==> config.mk <==
export PLATFORM = sky130hd
export DESIGN_NAME = multiplier_seq
export DESIGN_NICKNAME = d
export VERILOG_FILES = /design/src/rtl/multiplier_seq.sv
export SDC_FILE = /design/constraint.sdc
export NUM_CORES = 1
export LEC_CHECK = 0
export ABC_AREA = 0
export CORE_MARGIN = 4
export CORE_UTILIZATION = 49
export CTS_BUF_LIST = sky130_fd_sc_hd__clkbuf_2 sky130_fd_sc_hd__clkbuf_4 sky130_fd_sc_hd__clkbuf_8
export CTS_CLUSTER_SIZE = 20
export DETAILED_ROUTE_END_ITERATION = 8
export GPL_ROUTABILITY_DRIVEN = 0
export PLACE_DENSITY = 0.72
export SLEW_MARGIN = 20
export SYNTH_ARGS = -nofsm -noshare
export SYNTH_HDL_FRONTEND = slang
export SYNTH_SLANG_ARGS = --single-unit
==> constraint.sdc <==
create_clock -name clk -period 4.03 [get_ports clk]
set_input_delay 1.209 -clock clk [delete_from_list [all_inputs] [get_ports clk]]
set_output_delay 1.209 -clock clk [all_outputs]
set_load 0.05 [all_outputs]
==> src/rtl/multiplier_seq.sv <==
// Sequential shift-add multiplier: one multiplier bit per clock, fixed WIDTH+1 cycle latency.
// Define MULT_SIGNED_EN for two's-complement operands; the default build is unsigned.
module multiplier_seq #(
  parameter int unsigned WIDTH = 4
) (
  input  logic               clk,
  input  logic               rst,
  input  logic               start,
  input  logic [WIDTH-1:0]   in1,
  input  logic [WIDTH-1:0]   in2,
  output logic               busy,
  output logic               done,
  output logic [2*WIDTH-1:0] p
);

  localparam int unsigned CW = $clog2(WIDTH + 1);

  typedef enum logic [1:0] {
    IDLE = 2'd0,
    RUN  = 2'd1,
    DONE = 2'd2
  } state_t;

  state_t               state, state_nxt;
  logic [2*WIDTH-1:0]   mcand_sh;
  logic [WIDTH-1:0]     mplier;
  logic [2*WIDTH-1:0]   acc;
  logic [2*WIDTH-1:0]   acc_nxt;
  logic [2*WIDTH-1:0]   addend;
  logic [2*WIDTH-1:0]   mcand_ext;
  logic [CW-1:0]        cnt;
  logic                 last;
  logic                 load;

  assign last = (cnt == CW'(WIDTH - 1));

  always_ff @(posedge clk) begin
    if (rst) state <= IDLE;
    else     state <= state_nxt;
  end

  always_comb begin
    state_nxt = state;
    load      = 1'b0;
    busy      = 1'b0;
    done      = 1'b0;
    case (state)
      IDLE: begin
        if (start) begin
          state_nxt = RUN;
          load      = 1'b1;
        end
      end
      RUN: begin
        busy = 1'b1;
        if (last) state_nxt = DONE;
      end
      DONE: begin
        done = 1'b1;
        if (start) begin
          state_nxt = RUN;
          load      = 1'b1;
        end else begin
          state_nxt = IDLE;
        end
      end
      default: state_nxt = IDLE;
    endcase
  end

`ifdef MULT_SIGNED_EN
  // The multiplier MSB carries weight -2^(WIDTH-1), so the final partial product is subtracted.
  assign mcand_ext = {{WIDTH{in1[WIDTH-1]}}, in1};
  always_comb begin
    addend = '0;
    if (mplier[0]) addend = last ? (~mcand_sh + 1'b1) : mcand_sh;
  end
`else
  assign mcand_ext = {{WIDTH{1'b0}}, in1};
  always_comb begin
    addend = '0;
    if (mplier[0]) addend = mcand_sh;
  end
`endif

  assign acc_nxt = acc + addend;

  always_ff @(posedge clk) begin
    if (rst) begin
      mcand_sh <= '0;
      mplier   <= '0;
      acc      <= '0;
      cnt      <= '0;
      p        <= '0;
    end else if (load) begin
      mcand_sh <= mcand_ext;
      mplier   <= in2;
      acc      <= '0;
      cnt      <= '0;
    end else if (state == RUN) begin
      acc      <= acc_nxt;
      mcand_sh <= mcand_sh << 1;
      mplier   <= mplier >> 1;
      cnt      <= cnt + 1'b1;
      if (last) p <= acc_nxt;
    end
  end

endmodule

==> flow_metrics.py, run 1 <==
metrics = {
    "clocking": {
        "cts_tree": "done",
        "cts-hold-fix-buffers": 0,
        "clk_latency_ns": 0.34,
        "cts_made_buffers": 5,
        "cts_num_sinks": 33,
        "clockRootBuffer": "clkbuf_4",
        "clk_pin_slew_ns": 0.10,
        "clock_tree.buffer_depth": 2,
        "cts_setup_buffers": 0,
        "cts-resized-gates": 0,
        "cts.htree.levels": 2,
    },
    "die": {
        "coreArea_um2": 3100,
        "ios": 21,
        "initial_core_util_pct": 52.1,
        "die_area_um2": 4280,
        "fp.dieH_um": 65.4,
        "rows": 20,
        "die_w_um": 65.4,
    },
    "place": {
        "place_hpwl_mm": 2.61,
        "io_buffers": 20,
        "place_ws_ns": 1.28,
        "dp.cells": 255,
    },
    "timing": {
        "finalCritPeriodShare_pct": 76.4,
        "fmax_ghz": 0.325,
        "skew_ns": 0.00853,
        "relSlewSlack_pct": 61.7,
        "finalWorstSetupSlack_ns": 0.952,
        "maxSlewViolCount": 0,
        "finalSetupTns_ns": 0,
        "tightestPinTransition_ns": 0.575,
        "min_period_ns": 3.08,
        "whs_ns": 0.464,
        "finalHoldViolations": 0,
        "rsz0062_at_grt": "false",
        "setup_viol": 0,
    },
    "hold_path": {
        "hp-start": "p[6]",
        "holdPathStages": 2,
        "worstHoldPathType": "reg -> reg",
        "hold_end": "p[6]",
    },
    "synthesis": {
        "synth-seq-area-share_pct": 40.9,
        "synth_top_area_share_pct": 40.9,
        "syn_avg_cell_area_um2": 8.16,
        "synth_area_leaders": "dfxtp_1, nand2_1, ha_1",
        "syn-instance-count": 198,
        "yosysTopAreaCell": "dfxtp_1",
        "ys_ff_latch": 33,
        "ys_warn_count": 0,
        "syn_nets": 219,
        "synth_area_um2": 1620,
        "synth_cell_type_count": 35,
    },
    "layout": {
        "area_growth_pct": 17.7,
        "fillers": 312,
        "layout_common_cells": "nand2_1, dfxtp_1, a21oi_1, clkdlybuf4s50_1, nor2_1",
        "nets": 239,
        "mostFrequentLayoutCell": "nand2_1",
        "drive_gt1_share_pct": 6.85,
        "instances_no_fill": 263,
        "fin_util_pct": 61.3,
        "n_antenna_cell": 0,
    },
    "critical_path": {
        "r2r_cells": 9,
        "startpoint_type": "flip-flop",
        "crit_start": "state[1]",
        "r2r-start": "mplier[0]",
        "cp-end-kind": "primary output",
        "cp_data_required_time_ns": 2.82,
        "crit_type": "reg -> out",
        "cp_max_fo": 19,
        "crit_path_max_incr_delay_ns": 0.80,
        "worst_ep_arrival_time_ns": 1.87,
        "reg2reg_slack_ns": 1.84,
        "cp_slowest_cell": "clkdlybuf4s50_1",
        "r2r-end": "acc[4]",
        "crit_path_cell_trace": "nand2b_1 -> buf_4 -> inv_2 -> clkdlybuf4s50_1",
    },
    "route": {
        "ant_nets": 0,
        "dr_total_vias": 1404,
        "drt-initial-drc-count": 73,
        "totalWireLength_mm": 3.42,
        "wl_per_cell_um": 13.0,
        "drc": 0,
        "first_pass_iters": 4,
        "routed_via_density": 5.34,
    },
    "power_and_ir_drop": {
        "powerDensity_nw_per_um2": 314,
        "vdd_ir_drop_max_mv": 0.223,
        "p_leak_nw": 0.702,
    },
    "global_routing": {
        "grt_pass1_vias": 1358,
        "grt_usage_pct": 18.0,
        "antenna_found_initial": 0,
        "grt_pass1_wl_mm": 5.98,
        "grt_max_degree": 29,
        "grt-ovfl-total": 0,
    },
    "run_status": {
        "status": "finished, final reports clean",
    },
    "run": {
        "max-cap-violations": 0,
    },
}
-- worst max-delay path, delay by kind of cell (launching register included) --
family                 cells  cell delay, ns
DFF                        1            0.32
buffers and inverters      3            1.07
and+or+nand+nor            1            0.14
-- metrics by stage --
| step | power (mW) | area (um2) |
|---|---|---|
| 2_1_floorplan | 0.398 | 1620 |
| 3_3_place_gp | 0.419 | 1850 |
| 3_5_place_dp | 0.422 | 1850 |
| 4_1_cts | 0.603 | 1900 |
| 5_1_grt | 0.628 | 1900 |
| 6_report | 0.598 | 1900 |
-- area by class of cell --
cell class	instances	area, um2	share of cell area, %
Timing Repair Buffer	23	223	11.7
Inverter	7	26.3	1.38
Sequential cell	33	661	34.7
Clock buffer	5	37.5	1.97
Multi-Input combinational cell	148	883	46.4
Clock inverter	3	17.5	0.920
Tap cell	44	55.1	2.89
-- cells in the mapped netlist --
| library cell | number |
|---|---|
| nand2_1 | 44 |
| mux2i_1 | 2 |
| nor2_1 | 15 |
| xnor2_1 | 5 |
| clkbuf_1 | 4 |
| o21ai_0 | 1 |
| a311oi_1 | 4 |
| a221oi_1 | 1 |
| inv_2 | 1 |
| and2_1 | 7 |
| o311ai_1 | 2 |
| o31ai_4 | 1 |
| o22ai_1 | 2 |
| dfxtp_1 | 33 |
| a211o_1 | 1 |
| a211oi_1 | 5 |
| nor2b_1 | 4 |
| o31a_1 | 1 |
| buf_2 | 4 |
| ha_1 | 9 |
| nand2_2 | 1 |
| o21a_1 | 2 |
| nand3_1 | 2 |
| nor3_1 | 7 |
| buf_1 | 1 |
| nand2b_1 | 4 |
| and2_4 | 1 |
| nand3b_1 | 1 |
| fa_1 | 1 |
| nor4_1 | 1 |
| a21o_1 | 1 |
| inv_1 | 6 |
| nor3b_1 | 2 |
| a21oi_1 | 21 |
| buf_4 | 1 |
-- power breakdown --
group | total [mW] | switching [mW] | internal [mW]
registers | 0.345 | 0.00859 | 0.337
logic | 0.0691 | 0.0405 | 0.0287
clock network | 0.184 | 0.118 | 0.0657
total | 0.598 | 0.167 | 0.431
-- flip-flops by register name, indices dropped and copies added, names as in the netlist --
name      flops
acc           8
mcand_sh      8
p             8
mplier        4
cnt           3
state         2
-- cells by family (layout without fill, tap and decap cells) --
group	after synthesis	count (layout)	share of synthesized area, %
multiplexers	2	2	1.24
AO/OA/AOI/OAI	42	42	17.5
AND/OR/NAND/NOR	89	89	25.0
flip-flops	33	33	40.9
XOR/XNOR	5	5	2.71
buffers and inverters	17	38	4.49
adder cells (fa/ha/maj)	10	10	8.20
-- worst max path at each step --
| stage | end | slack, ns |
|---|---|---|
| final | busy | 0.95 |
| after global routing | busy | 0.84 |
| after CTS | busy | 0.93 |
| after detailed placement | acc[1] | 1.28 |
| after global placement | busy | 1.34 |
| after floorplan | busy | 1.75 |
-- layer usage --
layer  share of wire, %  routed length (um)  vias up  GRT usage [%]
met3                4.6                 158        6           5.13
met1                 45                1530      655           21.1
met4                1.5                  53        0           6.99
met2                 49                1670       26           30.8
met5                  0                   0        -              0
li1                   -                   -      717              -
No activity file was read; power rests on OpenSTA's default activity.
==> run 2: changes to the inputs <==
==> constraint.sdc (replaced) <==
create_clock -name clk -period 2.9 [get_ports clk]
set_input_delay 0.87 -clock clk [delete_from_list [all_inputs] [get_ports clk]]
set_output_delay 0.87 -clock clk [all_outputs]
set_load 0.05 [all_outputs]
==> flow_metrics.py, run 2 (synthesis results as in run 1) <==
metrics = {
    "run_status": {
        "status": "finished, final reports clean",
    },
    "critical_path": {
        "crit_path_cell_trace": "nor2b_1 -> clkdlybuf4s50_1",
        "worst_ep_arrival_time_ns": 1.62,
        "r2r-start": "mplier[0]",
        "cp-end-kind": "primary output",
        "cp_data_required_time_ns": 2.03,
        "cp_slowest_cell": "clkdlybuf4s50_1",
        "startpoint_type": "flip-flop",
        "crit_type": "reg -> out",
        "r2r_cells": 9,
        "reg2reg_slack_ns": 0.63,
        "crit_path_max_incr_delay_ns": 0.81,
        "cp_max_fo": 4,
        "r2r-end": "acc[4]",
    },
    "layout": {
        "reg_top3": "acc: 8 flops, mcand_sh: 8 flops, p: 8 flops",
        "instances_no_fill": 263,
        "area_growth_pct": 20.4,
        "multi_input_area_um2": 883,
        "fin_area_um2": 1950,
        "drive_gt1_share_pct": 7.31,
        "seqCellArea_um2": 661,
        "layout_common_cells": "nand2_1, dfxtp_1, a21oi_1, clkdlybuf4s50_1, nor2_1",
        "fillers": 292,
        "mostFrequentLayoutCell": "nand2_1",
        "fin_util_pct": 62.7,
        "nets": 239,
        "n_antenna_cell": 0,
    },
    "hold_path": {
        "hold_end": "p[4]",
        "hp-start": "p[4]",
        "worstHoldPathType": "reg -> reg",
        "holdPathStages": 2,
    },
    "timing": {
        "finalSetupTns_ns": 0,
        "skew_ns": 0.0203,
        "fmax_ghz": 0.401,
        "finalHoldViolations": 0,
        "rsz0062_at_grt": "false",
        "setup_viol": 0,
        "maxSlewViolCount": 0,
        "min_period_ns": 2.49,
        "relSlewSlack_pct": 63.8,
        "finalCritPeriodShare_pct": 85.9,
        "tightestPinTransition_ns": 0.543,
    },
    "clocking": {
        "cts-resized-gates": 0,
        "cts-hold-fix-buffers": 0,
        "clk_pin_slew_ns": 0.11,
        "cts_tree": "done",
        "cts_made_buffers": 5,
        "clk_latency_ns": 0.35,
        "cts_setup_buffers": 0,
        "cts.htree.levels": 2,
        "clock_tree.buffer_depth": 2,
        "cts_num_sinks": 33,
        "clockRootBuffer": "clkbuf_4",
    },
    "route": {
        "drt-initial-drc-count": 94,
        "routed_via_density": 5.43,
        "totalWireLength_mm": 3.59,
        "first_pass_iters": 4,
        "wl_per_cell_um": 13.7,
        "drc": 0,
        "dr_total_vias": 1429,
        "ant_nets": 0,
    },
    "place": {
        "io_buffers": 20,
        "dp.cells": 255,
        "place_hpwl_mm": 2.62,
        "placed_cell_area_um2": 1860,
    },
    "global_routing": {
        "grt_usage_pct": 18.3,
        "grt_pass1_wl_mm": 6.00,
        "grt-ovfl-total": 0,
        "antenna_found_initial": 0,
        "grt_pass1_vias": 1375,
        "grt_max_degree": 29,
    },
    "power_and_ir_drop": {
        "powerDensity_nw_per_um2": 490,
        "p_leak_nw": 0.725,
        "vdd_ir_drop_max_mv": 0.335,
        "power_uw": 953,
    },
    "die": {
        "coreArea_um2": 3100,
        "fp.dieH_um": 65.4,
        "die_w_um": 65.4,
        "initial_core_util_pct": 52.1,
        "rows": 20,
        "die_area_um2": 4280,
        "ios": 21,
    },
    "run": {
        "max-cap-violations": 0,
    },
}
-- run 2: worst max-delay path: cells and delay by family (launching register included) --
family	cells	cell delay (ns)
buffers and inverters	1	0.81
DFF	1	0.35
and+or+nand+nor	1	0.12
-- run 2: power by group --
part | internal [mW] | leakage [nW] | switching (mW)
combinational | 0.0425 | 0.408 | 0.0580
sequential | 0.468 | 0.268 | 0.0121
clock | 0.215 | 0.0489 | 0.157
total | 0.726 | 0.725 | 0.227
-- run 2: metal layers --
metal  global-route usage (%)  vias to the layer above  share of wire [%]
met2                     30.2                       33                 49
li1                         -                      717                  -
met4                     9.59                        0                1.7
met3                     4.44                        7                6.4
met1                     22.0                      672                 43
met5                        0                        -                  0
-- run 2: layout make-up --
cell class / instances / share of cell area (%)
multi-input cells: 148 / 45.4
flip-flops and latches: 33 / 33.9
repair buffers: 23 / 12.0
clock buffers: 7 / 3.02
well taps: 44 / 2.83
clock inverters: 1 / 1.54
inverters: 7 / 1.35
-- run 2: worst max path at each step --
stage               cells after the start      to      from  slack, ns
floorplan                               5    busy  state[1]       0.95
global placement                        4  cnt[2]     start       0.55
detailed placement                      4  acc[1]     start       0.47
CTS                                     2    done  state[1]       0.39
global route                            2    done  state[1]       0.29
finish                                  2    done  state[0]       0.41
-- run 2: stage by stage --
step	hold slack [ns]	worst slack [ns]
after global routing	0.482	0.288
after floorplan	0.436	0.954
after detailed placement	0.448	0.470
final	0.463	0.408
after global placement	0.441	0.553
after CTS	0.463	0.386
